==> config.mk <==
export PLATFORM = sky130hd
export DESIGN_NAME = pico_io_bridge
export DESIGN_NICKNAME = d
export VERILOG_FILES = /design/src/rtl/pico_io_bridge.sv
export SDC_FILE = /design/constraint.sdc
export NUM_CORES = 1
export LEC_CHECK = 0
export CORE_MARGIN = 4
export CORE_UTILIZATION = 45
export DETAILED_ROUTE_END_ITERATION = 6
export GPL_ROUTABILITY_DRIVEN = 0
export GPL_TIMING_DRIVEN = 0
export PLACE_DENSITY = 0.71
export RECOVER_POWER = 100
export SLEW_MARGIN = 25
export SYNTH_ARGS = -nofsm -noshare
export SYNTH_HDL_FRONTEND = slang
export SYNTH_SLANG_ARGS = --single-unit
==> constraint.sdc <==
create_clock -name clk -period 2.6 [get_ports clk]
set_input_delay 0.52 -clock clk [delete_from_list [all_inputs] [get_ports clk]]
set_output_delay 0.52 -clock clk [all_outputs]
set_load 0.02 [all_outputs]
==> src/rtl/pico_io_bridge.sv <==
// rtl/pico_io_bridge.sv - PacoBlaze port fabric: input mux, output regs, phoneme queue, irq pending
module pico_io_bridge #(
  parameter int         NUM_IN       = 4,
  parameter int         NUM_OUT      = 4,
  parameter int         FIFO_DEPTH   = 8,
  parameter logic [7:0] PHONEME_PORT = 8'h80
) (
  input  logic                 clk,
  input  logic                 reset,
  input  logic [7:0]           port_id,
  input  logic [7:0]           out_port,
  input  logic                 write_strobe,
  input  logic                 read_strobe,
  output logic [7:0]           in_port,
  output logic                 interrupt,
  input  logic [8*NUM_IN-1:0]  input_data,
  input  logic [NUM_IN-1:0]    irq_src,
  output logic [8*NUM_OUT-1:0] output_data,
  output logic [7:0]           phoneme_select,
  output logic                 phoneme_valid,
  input  logic                 phoneme_ready
);

  localparam int AW = $clog2(FIFO_DEPTH);
  localparam int CW = AW + 1;

  logic [7:0]               in_port_q, in_port_d;
  logic                     interrupt_q, interrupt_d;
  logic [NUM_OUT-1:0][7:0]  out_q, out_d;
  logic [NUM_IN-1:0]        mask_q, mask_d;
  logic [NUM_IN-1:0]        pending_q, pending_d;
  logic [NUM_IN-1:0]        prev_q, prev_d;
  logic                     overflow_q, overflow_d;
  logic [CW-1:0]            count_q, count_d;
  logic [AW-1:0]            wr_ptr_q, wr_ptr_d;
  logic [AW-1:0]            rd_ptr_q, rd_ptr_d;
  logic [7:0]               mem_q [FIFO_DEPTH];
  logic [7:0]               mem_d [FIFO_DEPTH];

  logic full, empty, push, pop, accept, rd_status, rd_pending;
  logic [NUM_IN-1:0] clr;

  always_comb begin
    full       = (count_q == CW'(FIFO_DEPTH));
    empty      = (count_q == '0);
    push       = write_strobe && (port_id == PHONEME_PORT);
    pop        = !empty && phoneme_ready;
    // A full queue still takes a push when the head leaves in the same cycle.
    accept     = push && (!full || pop);
    rd_status  = read_strobe && (port_id == 8'h10);
    rd_pending = read_strobe && (port_id == 8'h11);

    in_port_d = 8'h00;
    for (int i = 0; i < NUM_IN; i++) begin
      if (port_id == 8'(i)) in_port_d = input_data[8*i +: 8];
    end
    if (port_id == 8'h10) in_port_d = {full, empty, overflow_q, 5'(count_q)};
    if (port_id == 8'h11) in_port_d = 8'(pending_q);

    count_d  = count_q + CW'(accept) - CW'(pop);
    wr_ptr_d = wr_ptr_q + AW'(accept);
    rd_ptr_d = rd_ptr_q + AW'(pop);
    for (int i = 0; i < FIFO_DEPTH; i++) mem_d[i] = mem_q[i];
    if (accept) mem_d[wr_ptr_q] = out_port;

    overflow_d = overflow_q;
    if (rd_status) overflow_d = 1'b0;
    if (push && full && !pop) overflow_d = 1'b1;

    // Only bits visible in the returned byte are acknowledged; fresh edges survive.
    clr         = rd_pending ? (pending_q & NUM_IN'(8'hFF)) : '0;
    pending_d   = (pending_q & ~clr) | (irq_src & ~prev_q);
    prev_d      = irq_src;
    interrupt_d = |(pending_q & mask_q);

    out_d  = out_q;
    mask_d = mask_q;
    if (write_strobe) begin
      for (int i = 0; i < NUM_OUT; i++) begin
        if (port_id == 8'(i)) out_d[i] = out_port;
      end
      if (port_id == 8'h20) mask_d = NUM_IN'(out_port);
    end
  end

  always_ff @(posedge clk) begin
    if (reset) begin
      in_port_q   <= 8'h00;
      interrupt_q <= 1'b0;
      out_q       <= '0;
      mask_q      <= '0;
      pending_q   <= '0;
      prev_q      <= irq_src;
      overflow_q  <= 1'b0;
      count_q     <= '0;
      wr_ptr_q    <= '0;
      rd_ptr_q    <= '0;
    end else begin
      in_port_q   <= in_port_d;
      interrupt_q <= interrupt_d;
      out_q       <= out_d;
      mask_q      <= mask_d;
      pending_q   <= pending_d;
      prev_q      <= prev_d;
      overflow_q  <= overflow_d;
      count_q     <= count_d;
      wr_ptr_q    <= wr_ptr_d;
      rd_ptr_q    <= rd_ptr_d;
    end
  end

  always_ff @(posedge clk) begin
    for (int i = 0; i < FIFO_DEPTH; i++) mem_q[i] <= mem_d[i];
  end

  assign in_port        = in_port_q;
  assign interrupt      = interrupt_q;
  assign output_data    = out_q;
  assign phoneme_valid  = !empty;
  assign phoneme_select = empty ? 8'h00 : mem_q[rd_ptr_q];

endmodule
==> impl_metrics.py <==
metrics = {
    "outcome": {
        "status": "completed",
    },
    "clocking": {
        "cts_tree": "done",
        "hold_buffers": 0,
        "clockBufferDepth": 2,
        "htree_levels": 4,
        "clk_pin_slew_ns": 0.06,
        "cts_buffers": 17,
        "clk_latency_ns": 0.42,
        "clock_sinks": 128,
        "cts_root_buffer": "clkbuf_16",
    },
    "synthesis": {
        "synth.avg_cell_area_sq_um": 13.42,
        "synth-seq-area-share": 0.6103,
        "synth_xor_area_frac": 0.006675,
        "postSynthCellCount": 391,
        "synth_flop_cell": "edfxtp_1",
        "yosysWarnings": 0,
        "synthAdderAreaFrac": 0.02765,
        "syn_nets": 459,
        "synth.distinct_cells": 44,
        "ys_ff_latch": 128,
        "synth_top_family_by_area": "multiplexers",
        "yosys.area.top_type_share": 0.3662,
        "synth-simple-area-share": 0.1259,
        "synth.most_common_cell": "nor2_1",
        "synth_common_cells": "71 x nor2_1, 64 x dfxtp_1, 64 x edfxtp_1",
        "yosys-top-cells-area": "edfxtp_1 37%, dfxtp_1 24%, mux2i_1 8.4%",
        "yosys.area.top_type": "edfxtp_1",
        "synth_compound_area_frac": 0.04338,
        "async_reset_ff_frac": 0,
        "synth.area.mux_share": 0.1654,
        "netlist_area_sq_um": 5249,
        "synth_edf_count": 64,
    },
    "placed_design": {
        "dp_cells": 638,
        "port_buffers": 104,
        "place_ws_ns": -0.4782,
        "dp_hpwl_microns": 8686,
        "post_dp_cell_area_sq_um": 6479,
    },
    "hold_path": {
        "hp-class": "reg2reg",
        "min_from": "overflow_q$_SDFFE_PP0P_",
    },
    "cells_and_area": {
        "area_growth_pct": 34.06,
        "fin_area_sq_um": 7037,
        "nets": 583,
        "instances_no_fill": 671,
        "drive_gt1_frac": 0.1515,
        "utilization": 0.6163,
        "diodes": 0,
    },
    "route": {
        "vias": 3488,
        "detail_route.wl_per_cell_microns": 18.07,
        "drc_errors": 0,
        "vias_per_cell": 5.198,
        "firstDrtPassIters": 4,
        "drt-total-wl_microns": 12120,
        "ant_nets": 0,
        "first_iter_violations": 173,
    },
    "die": {
        "fp.dieArea_sq_um": 13460,
        "coreArea_sq_um": 11420,
        "die_h_microns": 116,
        "start_util": 0.4597,
        "num_rows": 39,
        "io_pins": 107,
        "die_x_microns": 116,
    },
    "worst_setup_path": {
        "setup.worst_path.start": "rd_ptr_q[0]$_SDFF_PP0_",
        "start_kind": "flip-flop",
        "cp_slowest_stage_delay_ns": 0.51,
        "r2r_slack_ns": 0.17,
        "crit_type": "reg2out",
        "end_kind": "output port",
        "crit_family": "multiplexers",
        "crit_fanout": 10,
        "cp.depth": 6,
        "crit_arrival_ns": 1.97,
        "critPathBufInv": 3,
        "critPathCapture": "phoneme_select[7]",
        "r2r-start": "count_q[2]$_SDFF_PP0_",
        "slowest_stage": "mux4_2",
        "timing.rr.end": "count_q[2]$_SDFF_PP0_",
        "worstPathRequired_ns": 2.08,
        "worstPathCellList": "buf_6, buf_12, mux4_2, mux2i_1, nor2_1, clkdlybuf4s15_2",
        "r2r_cells": 11,
    },
    "timing": {
        "fin_setup_tns_ns": 0,
        "rsz0062_at_grt": "false",
        "drv_slew": 0,
        "hold_viol": 0,
        "setup_violations": 0,
        "layout_min_cycle_time_ns": 2.491,
        "finalCritPeriodShare": 0.9579,
        "max-slew-margin-rel": 0.4847,
        "worstMarginPinSlew_ns": 0.7701,
        "skew_ns": 0.01272,
        "fin_ws_ns": 0.1094,
        "clock.fmax_mhz": 401.5,
    },
    "global_routing": {
        "grt_start_max_net_pins": 17,
        "grt_pass1_vias": 3751,
        "gr-total-overflow": 0,
        "track_usage": 0.1956,
        "grt_pass1_wl_microns": 19300,
        "antenna_found_initial": 0,
    },
    "power": {
        "power_leakage_nw": 2.825,
        "powerDensity_nw_per_um2": 790.1,
        "vdd_ir_drop_max_v": 0.0005377,
    },
    "job": {
        "cap_viol_max_count": 0,
    },
}
-- per-stage QoR --
stage	total power [mW]	hold WS (ns)
floorplan	2.999	0.4363
global placement	3.439	0.4501
detailed placement	3.474	0.4572
CTS	5.652	0.4688
global route	5.825	0.5037
finish	5.560	0.4642
-- registers in the layout, indices dropped and copies added, names as in the netlist --
| name | count |
|---|---|
| count_q | 4 |
| wr_ptr_q | 3 |
| in_port | 8 |
| prev_q | 4 |
| overflow_q | 1 |
| interrupt | 1 |
| output_data | 32 |
| mem_q | 64 |
| mask_q | 4 |
| pending_q | 4 |
| rd_ptr_q | 3 |
-- layout by cell type (no fill, tap or decap), types with 2 or more instances in the layout --
| master | n |
|---|---|
| nor2_1 | 68 |
| edfxtp_1 | 64 |
| dfxtp_1 | 63 |
| dlygate4sd3_1 | 54 |
| mux2i_1 | 43 |
| clkdlybuf4s50_1 | 41 |
| clkbuf_16 | 17 |
| mux4_2 | 16 |
| clkbuf_1 | 12 |
| nor2b_1 | 10 |
| ha_1 | 10 |
| inv_1 | 8 |
| nand2b_1 | 8 |
| o22ai_1 | 8 |
| nand2_1 | 7 |
| nor3_1 | 7 |
| a21oi_1 | 7 |
| mux2_2 | 6 |
| xnor2_1 | 4 |
| nand3_1 | 4 |
| o21ai_0 | 4 |
| o32a_1 | 4 |
| clkinvlp_4 | 4 |
| nor2_2 | 3 |
| nand4_1 | 3 |
| buf_2 | 3 |
| clkinv_1 | 3 |
| clkinv_2 | 3 |
| clkinv_4 | 3 |
| buf_6 | 2 |
| buf_12 | 2 |
| buf_1 | 2 |
| a22oi_1 | 2 |
| a211o_1 | 2 |
| o221ai_1 | 2 |
| clkdlybuf4s15_2 | 2 |
| clkbuf_2 | 2 |
-- worst register-to-register path: stages, from the launching register on --
cell and delay [ns]:
dfxtp_1 0.32, inv_1 0.10, ha_1 0.18, and2_2 0.26
inv_1 0.10, and2_0 0.20, ha_1 0.29, inv_1 0.04
ha_1 0.20, fa_1 0.38, xnor2_1 0.18, nor2_1 0.05
-- cell families after synthesis --
group,count (synthesis)
DFF,128
and+or+nand+nor,124
muxes,66
AOI/OAI and AO/OA,32
buffers and inverters,26
adders and majority gates,11
xor gates and xnor gates,4
-- cell type report --
| cell class | instances | area (sq um) |
|---|---|---|
| Buffer | 17 | 110.1 |
| Clock buffer | 17 | 425.4 |
| Clock inverter | 15 | 121.4 |
| Fill cell | 923 | 4382 |
| Inverter | 8 | 30.03 |
| Multi-Input combinational cell | 237 | 1933 |
| Sequential cell | 128 | 3204 |
| Tap cell | 143 | 178.9 |
| Timing Repair Buffer | 106 | 1033 |
-- timing repair --
item / CTS / global route
gates resized for setup: 42 / 8
setup endpoints to repair: 28 / 51
pin swaps: 1 / 1
setup buffers: 2 / 0
-- power breakdown --
group | total (mW) | internal, mW | switching, mW
logic | 1.19 | 0.588 | 0.606
clock network | 2.15 | 1.30 | 0.850
registers | 2.22 | 2.17 | 0.0458
total | 5.56 | 4.06 | 1.50
-- worst min-delay path by stage --
stage	end	cells after the start
finish	overflow_q$_SDFFE_PP0P_	2
global route	pending_q[2]$_SDFF_PP0_	2
CTS	overflow_q$_SDFFE_PP0P_	2
detailed placement	overflow_q$_SDFFE_PP0P_	2
global placement	overflow_q$_SDFFE_PP0P_	2
floorplan	overflow_q$_SDFFE_PP0P_	2
-- metal layers --
metal  share of wire  vias up  wire, microns  global-route usage
li1                -     1701              -                   -
met1            0.41     1674           4915              0.2290
met2            0.51       94           6204              0.3306
met3           0.066       19            806             0.06945
met4           0.016        0            197             0.07502
met5               0        -              0                   0
(Power assumes the default switching activity.)
